--- config.mk ---
export PLATFORM = sky130hd
export DESIGN_NAME = backoff_engine
export DESIGN_NICKNAME = d
export VERILOG_FILES = /design/src/rtl/backoff_engine.sv
export SDC_FILE = /design/constraint.sdc
export NUM_CORES = 1
export LEC_CHECK = 0
export BUFFER_PORTS_ARGS = -buffer_cell sky130_fd_sc_hd__buf_2
export CAP_MARGIN = 20
export CORE_MARGIN = 10
export CORE_UTILIZATION = 52
export CTS_CLUSTER_SIZE = 12
export DETAILED_ROUTE_END_ITERATION = 10
export PLACE_DENSITY = 0.8
export SETUP_SLACK_MARGIN = 0.4
export SLEW_MARGIN = 5
export SYNTH_ARGS = -nofsm -noshare
export SYNTH_HDL_FRONTEND = slang
export SYNTH_SLANG_ARGS = --single-unit
--- constraint.sdc ---
create_clock -name clk_i -period 2.5 [get_ports clk_i]
set_clock_uncertainty 0.15 [all_clocks]
set_input_delay 0.75 -clock clk_i [delete_from_list [all_inputs] [get_ports clk_i]]
set_output_delay 0.75 -clock clk_i [all_outputs]
set_load 0.01 [all_outputs]
--- src/rtl/backoff_engine.sv ---
// backoff_engine: slave side of the backoff handshake. Acks a held request
// after 2^exp cycles, doubling the wait per completed backoff up to MAX_EXP.
// Optional feature macro: BACKOFF_JITTER_EN (adds LFSR jitter of up to
// 2^exp-1 extra cycles to each wait).
module backoff_engine #(
  parameter int unsigned MIN_EXP   = 0,
  parameter int unsigned MAX_EXP   = 10,
  parameter int unsigned STAT_W    = 32,
  parameter logic [15:0] LFSR_SEED = 16'hACE1
) (
  input  logic              clk_i,
  input  logic              rst_ni,
  input  logic              bo_valid_i,
  input  logic              bo_interrupt_i,
  output logic              bo_ack_o,
  input  logic              clear_i,
  output logic              busy_o,
  output logic [3:0]        exp_o,
  output logic [STAT_W-1:0] stat_o
);

  localparam int unsigned CW = MAX_EXP + 2;

  typedef enum logic [1:0] {S_IDLE, S_WAIT, S_ACK} state_e;

  // Reject configurations that cannot work at elaboration time.
  if (LFSR_SEED == 16'h0 || MAX_EXP > 15 || MIN_EXP > MAX_EXP) begin : g_bad_cfg
    $error("backoff_engine: illegal parameter set");
  end

  state_e            state_q, state_d;
  logic [CW-1:0]     cnt_q, cnt_d;
  logic [3:0]        exp_q, exp_d;
  logic [STAT_W-1:0] stat_q, stat_d;
  logic              ack_q, ack_d;
  logic              busy_q, busy_d;
  logic [CW-1:0]     wait_m1;
  logic [CW-1:0]     load_val;

`ifdef BACKOFF_JITTER_EN
  logic [15:0] lfsr_q, lfsr_d;

  // Fibonacci LFSR, taps 16,14,13,11; free-running every cycle.
  always_comb begin
    lfsr_d = {lfsr_q[14:0], lfsr_q[15] ^ lfsr_q[13] ^ lfsr_q[12] ^ lfsr_q[10]};
  end

  // Counter load: base wait plus jitter masked to the same number of bits.
  always_comb begin
    wait_m1  = (CW'(1) << exp_q) - CW'(1);
    load_val = wait_m1 + (CW'(lfsr_q) & wait_m1);
  end
`else
  // Counter load: exact base wait.
  always_comb begin
    wait_m1  = (CW'(1) << exp_q) - CW'(1);
    load_val = wait_m1;
  end
`endif

  // Next-state logic for FSM, wait counter, exponent and statistic.
  always_comb begin
    state_d = state_q;
    cnt_d   = cnt_q;
    exp_d   = exp_q;
    stat_d  = stat_q;
    unique case (state_q)
      S_IDLE: begin
        if (bo_valid_i && bo_interrupt_i) begin
          state_d = S_ACK;
        end else if (bo_valid_i) begin
          state_d = S_WAIT;
          cnt_d   = load_val;
        end
      end
      S_WAIT: begin
        if (!bo_valid_i) begin
          state_d = S_IDLE;
        end else if (bo_interrupt_i) begin
          state_d = S_ACK;
        end else if (cnt_q == '0) begin
          state_d = S_ACK;
          if (exp_q < 4'(MAX_EXP)) exp_d = exp_q + 4'd1;
          if (stat_q != '1) stat_d = stat_q + STAT_W'(1);
        end else begin
          cnt_d = cnt_q - CW'(1);
        end
      end
      S_ACK:   state_d = S_IDLE;
      default: state_d = S_IDLE;
    endcase
    // Clear overrides any same-cycle completion increment.
    if (clear_i) exp_d = 4'(MIN_EXP);
    ack_d  = (state_d == S_ACK);
    busy_d = (state_d != S_IDLE);
  end

  // State registers with asynchronous active-low reset.
  always_ff @(posedge clk_i or negedge rst_ni) begin
    if (!rst_ni) begin
      state_q <= S_IDLE;
      cnt_q   <= '0;
      exp_q   <= 4'(MIN_EXP);
      stat_q  <= '0;
      ack_q   <= 1'b0;
      busy_q  <= 1'b0;
    end else begin
      state_q <= state_d;
      cnt_q   <= cnt_d;
      exp_q   <= exp_d;
      stat_q  <= stat_d;
      ack_q   <= ack_d;
      busy_q  <= busy_d;
    end
  end

`ifdef BACKOFF_JITTER_EN
  // Jitter LFSR register.
  always_ff @(posedge clk_i or negedge rst_ni) begin
    if (!rst_ni) lfsr_q <= LFSR_SEED;
    else         lfsr_q <= lfsr_d;
  end
`endif

  assign bo_ack_o = ack_q;
  assign busy_o   = busy_q;
  assign exp_o    = exp_q;
  assign stat_o   = stat_q;

endmodule

After elaboration in Yosys (flattened, before gate mapping)
Cells that the tools add are included.
{"block": "op_classes", "shift": 1, "eq_ne": 9, "n_addsub": 4, "magnitude_cmp": 1, "n_reduce_logical": 12, "bitwise_logic": 1, "muxes": 18}
{"operator": "12-bit two-way mux", "n": 5}
{"operator": "32-bit by 1-bit adder with 32-bit output, second input constant", "n": 1}
{"operator": "32-bit != test, second input constant", "n": 1}
{"operator": "4-bit two-way mux", "n": 6}
{"operator": "12-bit one-hot mux with 2 select lines", "n": 1}
{"operator": "12-bit zero test", "n": 1}
{"operator": "2-bit nonzero test", "n": 6}
{"operator": "1-bit by 4-bit left shift with 12-bit output, first input constant", "n": 1}
{"operator": "12-bit by 1-bit subtractor with 12-bit output, second input constant", "n": 1}
{"operator": "12-bit by 2-bit subtractor with 12-bit output, second input constant", "n": 1}
{"operator": "2-bit two-way mux", "n": 5}
{"operator": "2-bit != test, second input constant", "n": 5}
{"operator": "5-bit AND reduction", "n": 2}
{"operator": "6-bit AND reduction", "n": 1}
{"operator": "4-bit by 1-bit adder with 4-bit output, second input constant", "n": 1}
{"operator": "4-bit < comparator, second input constant", "n": 1}
{"operator": "2-bit one-hot mux with 2 select lines", "n": 1}
{"operator": "2-bit by 1-bit equality test with 1-bit output, second input constant", "n": 1}
{"operator": "2-bit equality test, second input constant", "n": 1}
{"operator": "2-bit zero test", "n": 1}
{"operator": "2-bit by 1-bit != test with 1-bit output, second input constant", "n": 1}
{"operator": "1-bit logical AND", "n": 1}
{"operator": "1-bit NOT", "n": 1}
{"block": "totals", "regBits": 52, "inputBits": 5}

Logic depth before layout (Yosys ltp)
{"block": "logic_depth", "depth_word": 7, "ltp_mapped": 11, "mapped_depth_nobuf": 9}

Worst setup path before layout
Ideal clock, no wire load.
{"block": "synth_path", "kind": "register to register", "from": "register exp_q[0] (netlist: exp_o[0])", "to": "register cnt_q[6]", "arrival_time_ns": 2.333, "required_time_ns": 2.267, "synth_period_minus_slack_ns": 2.566, "setup_time_ns": 0.083, "stages_incl_launch_ff": 12, "setup_slack_ns": -0.066, "path_cell_list": "dfrtp_1 -> inv_1 -> ha_1 -> clkbuf_1 -> nand2_1 -> ha_1 -> clkbuf_1 -> nor3b_1 -> a2111oi_0 -> a211o_1 -> a21oi_1 -> o21ai_0"}
{"block": "synth_between", "elab_chain_cells": 5}
{"element": "start: declaration", "line_no": "33", "rtl": "logic [3:0] exp_q, exp_d;"}
{"element": "start signal: assignment", "line_no": "103", "rtl": "exp_q <= 4'(MIN_EXP);"}
{"element": "start signal: assignment", "line_no": "110", "rtl": "exp_q <= exp_d;"}
{"element": "1-bit by 4-bit left shift with 12-bit output", "line_no": "56", "rtl": "wait_m1 = (CW'(1) << exp_q) - CW'(1);"}
{"element": "12-bit by 2-bit subtractor with 12-bit output", "line_no": "56"}
{"element": "12-bit two-way mux", "line_no": "71", "rtl": "end else if (bo_valid_i) begin"}
{"element": "12-bit two-way mux", "line_no": "69", "rtl": "if (bo_valid_i && bo_interrupt_i) begin"}
{"element": "12-bit one-hot mux with 2 select lines", "line_no": "67", "rtl": "unique case (state_q)"}
{"element": "end signal: assignment", "line_no": "109", "rtl": "cnt_q <= cnt_d;"}
{"element": "end: declaration", "line_no": "32", "rtl": "logic [CW-1:0] cnt_q, cnt_d;"}
No other way between the ends. The select of a mux whose other input is x is not followed.
A chain may end at the register's enable or synchronous reset.

Final worst setup path
{"block": "layout_path", "from": "register stat_q[8] (netlist: stat_o[8])", "to": "register stat_q[25] (netlist: stat_o[25])"}
{"block": "layout_between", "elab_chain_cells": 2, "word_cells_on_any_way": 3, "cone_classes": "add/sub (1); eq/ne (1); reduce/logical (1)"}
{"element": "start: declaration", "line_no": "34", "rtl": "logic [STAT_W-1:0] stat_q, stat_d;"}
{"element": "start signal: assignment", "line_no": "111", "rtl": "stat_q <= stat_d;"}
{"element": "parallel branches: the longest is 2 deep, another holds 32-bit by 1-bit adder with 32-bit output"}
Parallel ways; which one is timed is not known.

==> summary.md <==
| Metric | Value |
|---|---|
| Critical Path AT | `between 2 and 2.5 ns` |
| Residual DRC | `0` |
| Grt total ovfl | `0` |
| Synth Area in Compound Gates | `12.30%` |
| Total track usage | `17.26%` |
| Power Total | `~1.7 mW` |
| RR Startpoint | `stat_o[8]$_DFFE_PN0P_` |
| Vias per Instance | `6.417` |
| Slack of the critical path | `0.1166 ns` |
| 1st-pass router iterations | `5` |
| TNS Setup | `0 ns` |
| Fin area | `4514 um^2` |
| Starting density of the core | `53.19%` |
| Worst slew pin tran | `0.5257 ns` |
| Hold Path Class | `primary input to async pin` |
| Max-slew headroom | `between 60% and 70%` |
| ANT nets after route | `0` |
| I/O pins | `43` |
| Placed cells | `448` |
| Post-Syn Nets | `349` |
| Synth-to-layout area growth | `45.07%` |
| Register clock-pin slew on the reported worst setup and hold paths | `between 0.1 and 0.15 ns` |
| Layout net count | `449` |
| Final Cycle Share | `95.34%` |
| Post-DP HPWL | `5.535 mm` |
| Leakage power | `2.138 nW` |
| Clk root buf | `clkbuf_8` |
| Number of max-cap violations | `0` |
| Share of flip-flops with an asynchronous set or reset | `100.0%` |
| RSZ-0062 raised after global routing | `yes` |
| Largest net degree at the start of global routing | `27` |
| Slew Viols, Final | `0` |
| DRT Wirelength | `~11 mm` |
| CP Class | `register to register` |
| Die area | `~9500 um^2` |
| Yosys cell types | `50` |
| Routability cong. | `0.8864` |
| Final setup fails | `0` |
| Initial antenna violation count | `0` |
| Final Non-Filler Cells | `around 510` |
| Pwr dens | `378.2 nW/um^2` |
| Crit path from | `stat_o[8]$_DFFE_PN0P_` |
| Worst-path fanout max | `6` |
| Final hold violation count | `0` |
| Worst EP required | `2.58 ns` |
| Area share of and/or/nand/nor cells after synthesis | `27.70%` |
| Syn Inst Count | `335` |
| Layout cells sized above 1 | `45.64%` |
| Result of the run | `finished clean` |
| Fin crit period | `2.383 ns` |
| Crit end category | `register` |
| Average cell area after synthesis | `9.289 um^2` |
| Largest family of logic cells by synthesized area | `simple AND/OR/NAND/NOR gates` |
| CTS sink count | `52` |
| Die X | `97.36 um` |
| Synthesized cell area | `3112 um^2` |
| IO Port Bufs | `42` |
| Std-Cell Rows | `28` |
| Post-Synth XOR/XNOR Area | `a little under a tenth` |
| First-pass GRT wire length | `14.05 mm` |
| Clock latency at the later pin of the worst-skew pair | `0.31 ns` |
| H-tree levels | `2` |
| CTS Buf Count | `5` |
| Core area | `5851 um^2` |
| Number of diodes | `0` |
| Wirelength per Cell | `21.63 um` |
| Starting DRT DRC Count | `229` |
| Clock tree buffer depth | `2` |
| Adder-Cell Fraction of Synth Area | `3.619%` |
| Hold Slack | `slightly below 0.3 ns` |
| Achievable frequency | `419.6 MHz` |
| Dominant synthesized flop cell | `dfrtp_1` |
| Sequential area share after synthesis | `41.82%` |
| CTS tree | `yes` |
| Mux cell area share after synthesis | `1.850%` |
| Startpoint Class | `register` |
| Yosys warns | `0` |
| Die Y | `approximately 97 um` |
| Number of flops mapped to enable cells by yosys | `0` |
| VDD IR max | `0.4557 mV` |
| CTS Hold Bufs | `0` |
| Routed via count | `3,279` |
| Final core utilization | `77.16%` |
| Register bit total from synthesis | `52` |
| Pre-CTS setup slack | `approximately 0.083 ns` |
| Vias in the first global route | `a little under 3,000` |
| Dpl cell area | `3501 um^2` |
## where the power goes
part / switching (mW) / leakage [nW] / internal, mW / total [mW]
Sequential: 0.0481 / 0.678 / 0.876 / 0.924
Combinational: 0.147 / 1.41 / 0.127 / 0.274
Clock: 0.304 / 0.0462 / 0.206 / 0.510
## what timing repair did
| item | in CTS | in global routing |
|---|---|---|
| pin swaps | 17 | 41 |
| gates resized for setup | 38 | 61 |
| buffers inserted | 20 | 33 |
| endpoints found under the setup margin | 43 | 44 |
| cloned | 1 | 1 |
## layout make-up
type | instances | area [um^2]
Sequential cell | 52 | 1319
Clock buffer | 6 | 72.57
Inverter | 11 | 46.29
Multi-Input combinational cell | 259 | 2240
Fill cell | 327 | 1336
Clock inverter | 2 | 17.52
Timing Repair Buffer | 106 | 725.7
Tap cell | 75 | 93.84
## registers in the layout, indices dropped and copies added, names as in the netlist
register  cells
bo_ack_o      1
busy_o        1
cnt_q        12
exp_o         4
stat_o       32
state_q       2
## worst max-delay path, cell delays in order, from the launching register on
cell,delay [ns]
dfrtp_2,0.45
nand4_1,0.23
or4_4,0.51
nor4_4,0.41
buf_4,0.22
nand3_1,0.10
xnor2_1,0.22
## cell usage after synthesis (3+ instances only)
library cell	number	area [um^2]
dfrtp_1	52	1301
nor2_1	20	75.07
nor2b_1	4	25.02
nand3_1	20	100.1
buf_2	4	20.02
a22o_1	3	26.28
ha_1	9	112.6
clkbuf_1	10	37.54
o211ai_1	3	22.52
o22a_1	3	26.28
and4_1	4	35.03
nand2b_1	5	31.28
inv_1	10	37.54
nor3_1	20	100.1
a211o_1	3	26.28
xor2_1	21	183.9
o21ai_0	19	95.09
and3_1	7	43.79
nand4_1	9	56.30
nor4_1	7	43.79
xnor2_1	12	105.1
nand2_1	28	105.1
a21oi_1	20	100.1
or3_1	4	25.02
## cell usage in the layout, fill, tap and decap left out, types with 3 or more instances in the layout
cell type	count
nand2b_1	5
nor4_4	9
nor2_4	3
a22o_1	3
nand3_1	18
nand2_1	25
buf_4	57
xor2_1	21
or3_1	3
dfrtp_1	38
clkbuf_8	5
buf_2	42
nand2_4	3
o22a_1	3
o211ai_1	3
buf_6	6
and3_1	6
inv_1	5
nor3_4	11
nor2_1	16
nor2b_1	3
xnor2_1	12
nor3_1	5
ha_4	6
nor3_2	4
nand4_1	9
a21oi_1	19
dfrtp_2	14
o21ai_0	18
inv_2	3
## final timing paths
check	end	slack, ns	cells after the start
max	stat_o[25]$_DFFE_PN0P_	0.12	6
min	stat_o[6]$_DFFE_PN0P_	0.30	2
max reg2reg	stat_o[25]$_DFFE_PN0P_	0.12	6
min reg2reg	stat_o[24]$_DFFE_PN0P_	0.38	1
max in group asynchronous	cnt_q[7]$_DFFE_PN0P_	1.59	2
min in group clk_i	stat_o[24]$_DFFE_PN0P_	0.38	1
## metal layers
layer | vias up | global-route usage, % | share of wire (%)
li1 | 1416 | - | -
met3 | 57 | 2.987 | 6.1
met5 | - | 0 | 0
met4 | 0 | 5.817 | 4.6
met2 | 190 | 30.86 | 52
met1 | 1616 | 20.21 | 38
## cell families (layout without fill, tap and decap cells)
kind of cell             after synthesis  after routing
flip-flops                            52             52
AND/OR/NAND/NOR                      149            151
adder cells (fa/ha/maj)                9              9
AO/OA/AOI/OAI                         61             61
buffers and inverters                 26            125
XOR/XNOR                              33             33
multiplexers                           5              5
(Power assumes the default switching activity.)
